===== src/rtl/rom_access_ctrl_if.sv =====
// rom_access_ctrl_if: ROM strobe side and SDRAM request side of rom_access_ctrl
// slave modport: the access engine (takes ROM strobes and MEM_ACK/MEM_DOUT, drives ROM_Q, MEM_* and BUSY).
// master modport: the environment around it (mapper mux plus SDRAM controller).
interface rom_access_ctrl_if #(
  parameter int ADDR_W = 24
);
  logic [ADDR_W-1:0] ROM_ADDR;
  logic [15:0]       ROM_D;
  logic              ROM_CE_N;
  logic              ROM_OE_N;
  logic              ROM_WE_N;
  logic              ROM_WORD;
  logic [15:0]       ROM_Q;
  logic              MEM_REQ;
  logic              MEM_WE;
  logic [ADDR_W-1:0] MEM_ADDR;
  logic [15:0]       MEM_DIN;
  logic [1:0]        MEM_BE;
  logic              MEM_ACK;
  logic [15:0]       MEM_DOUT;
  logic              BUSY;
  modport slave (
    input  ROM_ADDR, ROM_D, ROM_CE_N, ROM_OE_N, ROM_WE_N, ROM_WORD, MEM_ACK, MEM_DOUT,
    output ROM_Q, MEM_REQ, MEM_WE, MEM_ADDR, MEM_DIN, MEM_BE, BUSY
  );
  modport master (
    output ROM_ADDR, ROM_D, ROM_CE_N, ROM_OE_N, ROM_WE_N, ROM_WORD, MEM_ACK, MEM_DOUT,
    input  ROM_Q, MEM_REQ, MEM_WE, MEM_ADDR, MEM_DIN, MEM_BE, BUSY
  );
endinterface


===== src/rtl/rom_access_ctrl.sv =====
// rom_access_ctrl: turns muxed cartridge ROM strobes into single-outstanding SDRAM requests
// Ports: MCLK system clock (rising edge), RESET_N asynchronous active-low reset,
// bus (slave modport): ROM_* strobes/data in, ROM_Q read data out, MEM_* request/handshake, BUSY.
// Optional: define ROM_READ_CACHE_EN for a one-entry read cache (hit in IDLE answers without MEM_REQ).
module rom_access_ctrl #(
  parameter int ADDR_W = 24
) (
  input logic              MCLK,
  input logic              RESET_N,
  rom_access_ctrl_if.slave bus
);
  typedef enum logic [1:0] {IDLE, REQ, GAP} state_t;
  state_t state_q, state_d;
  logic rd, wr, rd_trig, wr_trig, trig, hit;
  logic [15:0] cap_din, hit_data;
  logic [1:0] cap_be;
  logic rd_q, rd_d, wr_q, wr_d, last_word_q, last_word_d;
  logic [ADDR_W-1:1] last_addr_q, last_addr_d, pend_addr_q, pend_addr_d, mem_addr_q, mem_addr_d;
  logic pend_valid_q, pend_valid_d, pend_we_q, pend_we_d, mem_req_q, mem_req_d, mem_we_q, mem_we_d;
  logic [15:0] pend_din_q, pend_din_d, mem_din_q, mem_din_d, rom_q_q, rom_q_d;
  logic [1:0] pend_be_q, pend_be_d, mem_be_q, mem_be_d;

  // Byte enables double as the access descriptor: 11 = word, 10 = odd byte, 01 = even byte.
  function automatic logic [15:0] fmt(input logic [1:0] be, input logic [15:0] d);
    return &be ? d : {d[15:8], be[1] ? d[15:8] : d[7:0]};
  endfunction

  assign rd      = ~bus.ROM_CE_N & ~bus.ROM_OE_N;
  assign wr      = ~bus.ROM_CE_N & ~bus.ROM_WE_N;
  assign wr_trig = wr & ~wr_q;
  // A held read strobe retriggers when the mapper moves to another word or changes access width.
  assign rd_trig = rd & ~wr & (~rd_q | bus.ROM_ADDR[ADDR_W-1:1] != last_addr_q | bus.ROM_WORD != last_word_q);
  assign trig    = rd_trig | wr_trig;
  assign cap_be  = bus.ROM_WORD ? 2'b11 : bus.ROM_ADDR[0] ? 2'b10 : 2'b01;
  assign cap_din = bus.ROM_WORD ? bus.ROM_D : {2{bus.ROM_D[7:0]}};

  assign bus.ROM_Q    = rom_q_q;
  assign bus.MEM_REQ  = mem_req_q;
  assign bus.MEM_WE   = mem_we_q;
  assign bus.MEM_ADDR = {mem_addr_q, 1'b0};
  assign bus.MEM_DIN  = mem_din_q;
  assign bus.MEM_BE   = mem_be_q;
  assign bus.BUSY     = state_q != IDLE || pend_valid_q;

`ifdef ROM_READ_CACHE_EN
  logic c_valid_q, c_valid_d;
  logic [ADDR_W-1:1] c_tag_q, c_tag_d;
  logic [15:0] c_data_q, c_data_d;
  assign hit      = c_valid_q && c_tag_q == bus.ROM_ADDR[ADDR_W-1:1];
  assign hit_data = c_data_q;
  always_comb begin
    c_valid_d = c_valid_q;
    c_tag_d   = c_tag_q;
    c_data_d  = c_data_q;
    if (state_q == REQ && bus.MEM_ACK && !mem_we_q) begin
      c_valid_d = 1'b1;
      c_tag_d   = mem_addr_q;
      c_data_d  = bus.MEM_DOUT;
    end
    // Invalidate at the write strobe and again when the write is issued, so a read
    // completing between the two cannot leave pre-write data cached.
    if (wr_trig && bus.ROM_ADDR[ADDR_W-1:1] == c_tag_d) c_valid_d = 1'b0;
    if (mem_req_d && !mem_req_q && mem_we_d && mem_addr_d == c_tag_d) c_valid_d = 1'b0;
  end
  always_ff @(posedge MCLK or negedge RESET_N)
    if (!RESET_N) begin
      c_valid_q <= 1'b0;
      c_tag_q   <= '0;
      c_data_q  <= '0;
    end else begin
      c_valid_q <= c_valid_d;
      c_tag_q   <= c_tag_d;
      c_data_q  <= c_data_d;
    end
`else
  assign hit      = 1'b0;
  assign hit_data = '0;
`endif

  always_comb begin
    state_d      = state_q;
    rd_d         = rd;
    wr_d         = wr;
    last_addr_d  = rd ? bus.ROM_ADDR[ADDR_W-1:1] : last_addr_q;
    last_word_d  = rd ? bus.ROM_WORD : last_word_q;
    pend_valid_d = pend_valid_q;
    pend_we_d    = pend_we_q;
    pend_addr_d  = pend_addr_q;
    pend_din_d   = pend_din_q;
    pend_be_d    = pend_be_q;
    mem_req_d    = mem_req_q;
    mem_we_d     = mem_we_q;
    mem_addr_d   = mem_addr_q;
    mem_din_d    = mem_din_q;
    mem_be_d     = mem_be_q;
    rom_q_d      = rom_q_q;
    case (state_q)
      IDLE:
        if (pend_valid_q) begin
          state_d      = REQ;
          mem_req_d    = 1'b1;
          mem_we_d     = pend_we_q;
          mem_addr_d   = pend_addr_q;
          mem_din_d    = pend_din_q;
          mem_be_d     = pend_be_q;
          // The slot empties as it issues, so a simultaneous trigger simply refills it.
          pend_valid_d = trig;
          pend_we_d    = wr_trig;
          pend_addr_d  = bus.ROM_ADDR[ADDR_W-1:1];
          pend_din_d   = cap_din;
          pend_be_d    = cap_be;
        end else if (rd_trig && hit) rom_q_d = fmt(cap_be, hit_data);
        else if (trig) begin
          state_d    = REQ;
          mem_req_d  = 1'b1;
          mem_we_d   = wr_trig;
          mem_addr_d = bus.ROM_ADDR[ADDR_W-1:1];
          mem_din_d  = cap_din;
          mem_be_d   = cap_be;
        end
      REQ:
        if (bus.MEM_ACK) begin
          state_d   = GAP;
          mem_req_d = 1'b0;
          if (!mem_we_q) rom_q_d = fmt(mem_be_q, bus.MEM_DOUT);
        end
      default: state_d = IDLE;
    endcase
    // One-deep slot: newer triggers replace a waiting read, but a waiting write is never lost to a read.
    if (state_q != IDLE && trig && !(pend_valid_q && pend_we_q && !wr_trig)) begin
      pend_valid_d = 1'b1;
      pend_we_d    = wr_trig;
      pend_addr_d  = bus.ROM_ADDR[ADDR_W-1:1];
      pend_din_d   = cap_din;
      pend_be_d    = cap_be;
    end
  end

  always_ff @(posedge MCLK or negedge RESET_N)
    if (!RESET_N) begin
      state_q      <= IDLE;
      rd_q         <= 1'b0;
      wr_q         <= 1'b0;
      last_addr_q  <= '0;
      last_word_q  <= 1'b0;
      pend_valid_q <= 1'b0;
      pend_we_q    <= 1'b0;
      pend_addr_q  <= '0;
      pend_din_q   <= '0;
      pend_be_q    <= '0;
      mem_req_q    <= 1'b0;
      mem_we_q     <= 1'b0;
      mem_addr_q   <= '0;
      mem_din_q    <= '0;
      mem_be_q     <= '0;
      rom_q_q      <= '0;
    end else begin
      state_q      <= state_d;
      rd_q         <= rd_d;
      wr_q         <= wr_d;
      last_addr_q  <= last_addr_d;
      last_word_q  <= last_word_d;
      pend_valid_q <= pend_valid_d;
      pend_we_q    <= pend_we_d;
      pend_addr_q  <= pend_addr_d;
      pend_din_q   <= pend_din_d;
      pend_be_q    <= pend_be_d;
      mem_req_q    <= mem_req_d;
      mem_we_q     <= mem_we_d;
      mem_addr_q   <= mem_addr_d;
      mem_din_q    <= mem_din_d;
      mem_be_q     <= mem_be_d;
      rom_q_q      <= rom_q_d;
    end
endmodule


===== src/flat_wrapper.sv =====
// flat-port wrapper written by rule: the top's interface ports become plain ports
module rom_access_ctrl_flat 
#(
  parameter int ADDR_W = 24
)
  (MCLK, RESET_N, bus_ROM_ADDR, bus_ROM_D, bus_ROM_CE_N, bus_ROM_OE_N, bus_ROM_WE_N, bus_ROM_WORD, bus_MEM_ACK, bus_MEM_DOUT, bus_ROM_Q, bus_MEM_REQ, bus_MEM_WE, bus_MEM_ADDR, bus_MEM_DIN, bus_MEM_BE, bus_BUSY);
  rom_access_ctrl_if #(.ADDR_W(ADDR_W)) bus_i ();
  input logic MCLK;
  input logic RESET_N;
  input wire logic [$bits(bus_i.ROM_ADDR)-1:0] bus_ROM_ADDR;
  input wire logic [$bits(bus_i.ROM_D)-1:0] bus_ROM_D;
  input wire logic [$bits(bus_i.ROM_CE_N)-1:0] bus_ROM_CE_N;
  input wire logic [$bits(bus_i.ROM_OE_N)-1:0] bus_ROM_OE_N;
  input wire logic [$bits(bus_i.ROM_WE_N)-1:0] bus_ROM_WE_N;
  input wire logic [$bits(bus_i.ROM_WORD)-1:0] bus_ROM_WORD;
  input wire logic [$bits(bus_i.MEM_ACK)-1:0] bus_MEM_ACK;
  input wire logic [$bits(bus_i.MEM_DOUT)-1:0] bus_MEM_DOUT;
  output wire logic [$bits(bus_i.ROM_Q)-1:0] bus_ROM_Q;
  output wire logic [$bits(bus_i.MEM_REQ)-1:0] bus_MEM_REQ;
  output wire logic [$bits(bus_i.MEM_WE)-1:0] bus_MEM_WE;
  output wire logic [$bits(bus_i.MEM_ADDR)-1:0] bus_MEM_ADDR;
  output wire logic [$bits(bus_i.MEM_DIN)-1:0] bus_MEM_DIN;
  output wire logic [$bits(bus_i.MEM_BE)-1:0] bus_MEM_BE;
  output wire logic [$bits(bus_i.BUSY)-1:0] bus_BUSY;
  assign bus_i.ROM_ADDR = bus_ROM_ADDR;
  assign bus_i.ROM_D = bus_ROM_D;
  assign bus_i.ROM_CE_N = bus_ROM_CE_N;
  assign bus_i.ROM_OE_N = bus_ROM_OE_N;
  assign bus_i.ROM_WE_N = bus_ROM_WE_N;
  assign bus_i.ROM_WORD = bus_ROM_WORD;
  assign bus_i.MEM_ACK = bus_MEM_ACK;
  assign bus_i.MEM_DOUT = bus_MEM_DOUT;
  assign bus_ROM_Q = bus_i.ROM_Q;
  assign bus_MEM_REQ = bus_i.MEM_REQ;
  assign bus_MEM_WE = bus_i.MEM_WE;
  assign bus_MEM_ADDR = bus_i.MEM_ADDR;
  assign bus_MEM_DIN = bus_i.MEM_DIN;
  assign bus_MEM_BE = bus_i.MEM_BE;
  assign bus_BUSY = bus_i.BUSY;
  rom_access_ctrl #(.ADDR_W(ADDR_W)) u_core (.MCLK(MCLK), .RESET_N(RESET_N), .bus(bus_i));
endmodule

===== config.mk =====
export PLATFORM = sky130hd
export DESIGN_NAME = rom_access_ctrl_flat
export DESIGN_NICKNAME = d
export VERILOG_FILES = /design/src/rtl/rom_access_ctrl_if.sv /design/src/rtl/rom_access_ctrl.sv /design/src/flat_wrapper.sv
export SDC_FILE = /design/constraint.sdc
export NUM_CORES = 1
export LEC_CHECK = 0
export BUFFER_PORTS_ARGS = -buffer_cell sky130_fd_sc_hd__buf_2
export CAP_MARGIN = 5
export CORE_UTILIZATION = 35
export DETAILED_ROUTE_END_ITERATION = 12
export PLACE_DENSITY = 0.63
export RECOVER_POWER = 50
export SYNTH_ARGS = -nofsm -noshare
export SYNTH_HDL_FRONTEND = slang
export SYNTH_SLANG_ARGS = --single-unit

===== constraint.sdc =====
create_clock -name MCLK -period 2.5 [get_ports MCLK]
set_clock_uncertainty 0.15 [all_clocks]
set_input_delay 0.25 -clock MCLK [delete_from_list [all_inputs] [get_ports MCLK]]
set_output_delay 0.25 -clock MCLK [all_outputs]
set_load 0.05 [all_outputs]

==> run_results.csv <==
group,metric,value,unit
sta,period_needed,2500,ps
placement,dp_hpwl,9.023,mm
critical_path,r2r.worst_path.cells,7,
placement,place_inst,780,
critical_path,cp-start-kind,"primary input",
logic_synthesis,yosysWarnings,0,
logic_synthesis,synth_seq_area_share,0.5920,
cts,htree_levels,4,
global_route,grt_pass1_wl,20.91,mm
outcome,status,"finished with violations",
sta,fin_setup_tns,-0.3062,ps
logic_synthesis,syn_nets,514,
pwr,vdd_drop_max,587.4,µV
sta,setup-violations-final,1,
drt,vias,4223,
placement,gp_congestion,0.7686,
finish,drive_above_1_share,0.3816,
global_route,grt_pass1_vias,4266,
sta,clock.fmax,0.4000,GHz
drt,wl_met1,6.152,mm
global_route,grt_max_degree,49,
cts,cts_sinks,130,
drt,wl_met3,549,µm
critical_path,crit_required,2650,ps
pwr,p_seq_frac,0.315,
sta,finalHoldViolCount,0,
logic_synthesis,synthCells,451,
pwr,clock_power_share,0.230,
finish,register_area,0.003253,mm²
floorplan,die_w,127.3,µm
sta,relSlewSlack,-0.02765,
finish,num-fill-cells,1348,
critical_path,path_class,"in2reg",
pwr,powerDensity,1444,mW/mm²
pwr,combPwrFrac,0.455,
critical_path,arrival,2650,ps
sta,rsz0062_at_grt,"yes",
placement,port_buffers,122,
sta,whs,19.12,ps
finish,final_cells,874,
drt,antenna_left,0,
pwr,p_leak,3.440,nW
global_route,antenna_found_initial,0,
drt,wirelength,13.76,mm
cts,clockBufferDepth,2,
logic_synthesis,synth_area,0.005495,mm²
pwr,finalPower,11.16,mW
drt,drtIter0Drc,191,
floorplan,initial_utilization,0.3601,
outcome,violations,"capacitance limit, slew limit, setup timing",
floorplan,die_y,127.3,µm
critical_path,cp_max_fo,15,
placement,pre_cts_slack,168.8,ps
finish,area_growth,40.66,%
cts,cts_root_buffer,"clkbuf_16",
drt,dr_wl_met2,6.858,mm
global_route,overflow,0,
drt,drc,0,
sta,worst_slack,-0.3062,ps
finish,fin_area,0.007730,mm²
drt,dr.pass1.iters,4,
placement,place_area,0.006470,mm²
logic_synthesis,synthDistinctLibCells,33,
hold_path,min_path_cells,3,
floorplan,coreArea,0.01526,mm²
critical_path,endpoint_kind,"flip-flop",
drt,wire_per_inst,15.74,µm
finish,nNetsFinal,714,
logic_synthesis,syn_area_per_cell,12.18,µm²
global_route,grt_usage,0.1685,
pwr,swShare,0.4169,
finish,multi_input_area,0.002123,mm²
sta,fin_crit_sh,1.000,
floorplan,core.rowCount,45,
floorplan,io_pins,124,
drt,dr.max_layer_used,"met4",
sta,tightest_slew,1541,ps
pwr,power_switching,4.653,mW
finish,utilization,0.5066,
logic_synthesis,ys_seq_elements,130,
sta,slew_violations,26,
run,cap_viol_max_count,1,
drt,via_per_inst,4.832,
cts,cts_buffers,17,
finish,n_antenna_cell,0,
cts,clock_latency,420,ps
cts,cts_tree,"yes",
cts,cts.clk_slew.worst_paths,60,ps
pwr,intPower,6.508,mW
hold_path,hold_path.class,"in2reg",
floorplan,dieArea,0.01621,mm²
## area by class of cell
class | instances | area share
clock inverter | 14 | 0.02460
multi-input combinational | 287 | 0.2747
inverter | 12 | 0.005827
clock buffer | 17 | 0.05503
tap | 211 | 0.03415
timing repair buffer | 203 | 0.1848
sequential | 130 | 0.4208
## cells by family after synthesis
family,Yosys count,share of synthesized area
other,1,0.0006824
DFF,130,0.5920
xor gates and xnor gates,24,0.03825
and+or+nand+nor,108,0.08334
muxes,90,0.1787
buffers and inverters,34,0.02687
AOI/OAI and AO/OA,64,0.08015
## cells in the mapped netlist
master	n	area, µm²
a211o_1	2	17.52
conb_1	1	3.750
buf_1	3	11.26
nand3b_1	1	7.510
mux2i_1	25	250.2
nor2_1	90	337.8
clkinv_1	1	3.750
o21bai_1	1	7.510
mux2_2	65	732.0
buf_4	5	37.54
nor4_4	1	21.27
clkbuf_1	13	48.80
a21oi_1	8	40.04
nor3_1	1	5.000
inv_1	11	41.29
a21oi_2	2	17.52
o22ai_1	32	200.2
xnor2_1	24	210.2
o22a_1	2	17.52
o311a_1	1	10.01
nor2b_1	3	18.77
a21o_1	1	7.510
a221oi_1	9	78.83
a31oi_1	3	18.77
nor4_1	1	6.260
or2_2	1	6.260
nand4_1	6	37.54
nand2_1	3	11.26
or3_1	1	6.260
dfrtp_1	130	3253
buf_2	1	5.000
o21ai_0	2	10.01
a221oi_2	1	15.01
## sequential cells by signal, summed over array words and instances (netlist names), 2 cells and up
signal	count
u_core.pend_din_q	16
u_core.mem_addr_q	23
u_core.pend_addr_q	23
u_core.state_q	2
u_core.bus.MEM_DIN	16
u_core.bus.MEM_BE	2
u_core.pend_be_q	2
u_core.bus.ROM_Q	16
u_core.last_addr_q	23
## per-layer routing
layer  GRT usage  up-vias
met5           0        -
met1      0.2037     2111
met3     0.04146       17
met4     0.06162        0
li1            -     1981
met2      0.2912      114
## power groups by stage
stage	combinational [mW]	sequential [mW]	clock, mW
after global routing	5.42	3.61	2.72
after global placement	4.60	3.48	0
final	5.08	3.51	2.56
after detailed placement	4.70	3.54	0
after floorplan	1.90	5.06	0
after CTS	4.77	3.51	2.63
## timing repair
action | CTS | global route
endpoints found under the setup margin | 0 | 30
hold endpoints to repair | 130 | 0
buffers inserted | 0 | 8
gates resized for setup | 0 | 2
hold buffers | 51 | 0
## path summary, 6_finish.rpt
kind | startpoint | endpoint | slack [ps]
max | bus_ROM_ADDR[21] | u_core.bus.MEM_BE[1] | -0.3
min | bus_ROM_D[14] | u_core.pend_din_q[14] | 20
max reg2reg | u_core.last_addr_q[17] | u_core.bus.MEM_BE[1] | 140
min reg2reg | u_core.bus.ROM_Q[14] | u_core.bus.ROM_Q[14] | 350
max in group asynchronous | RESET_N | u_core.bus.ROM_Q[9] | 410
min in group asynchronous | RESET_N | u_core.bus.MEM_DIN[1] | 440
## worst max-delay path, cell delays in order
cell and delay (ps):
dlygate4sd3_1 530, buf_2 150, xnor2_1 170, nand4_1 160, nor4_1 640, a221oi_4 170, buf_4 200, clkbuf_16 170
o22a_1 200
## cells in the final DEF, fill, tap and decap left out, types with 8 or more instances in the layout
cell type,Yosys,layout
a21oi_1,8,8
a221oi_1,9,9
buf_2,1,119
buf_4,5,19
clkbuf_16,0,20
dfrtp_1,130,130
dlygate4sd3_1,0,51
inv_1,11,11
mux2_2,65,65
mux2i_1,25,25
nor2_1,90,88
o22ai_1,32,32
xnor2_1,24,24
Power figures use the tool's default switching activity.
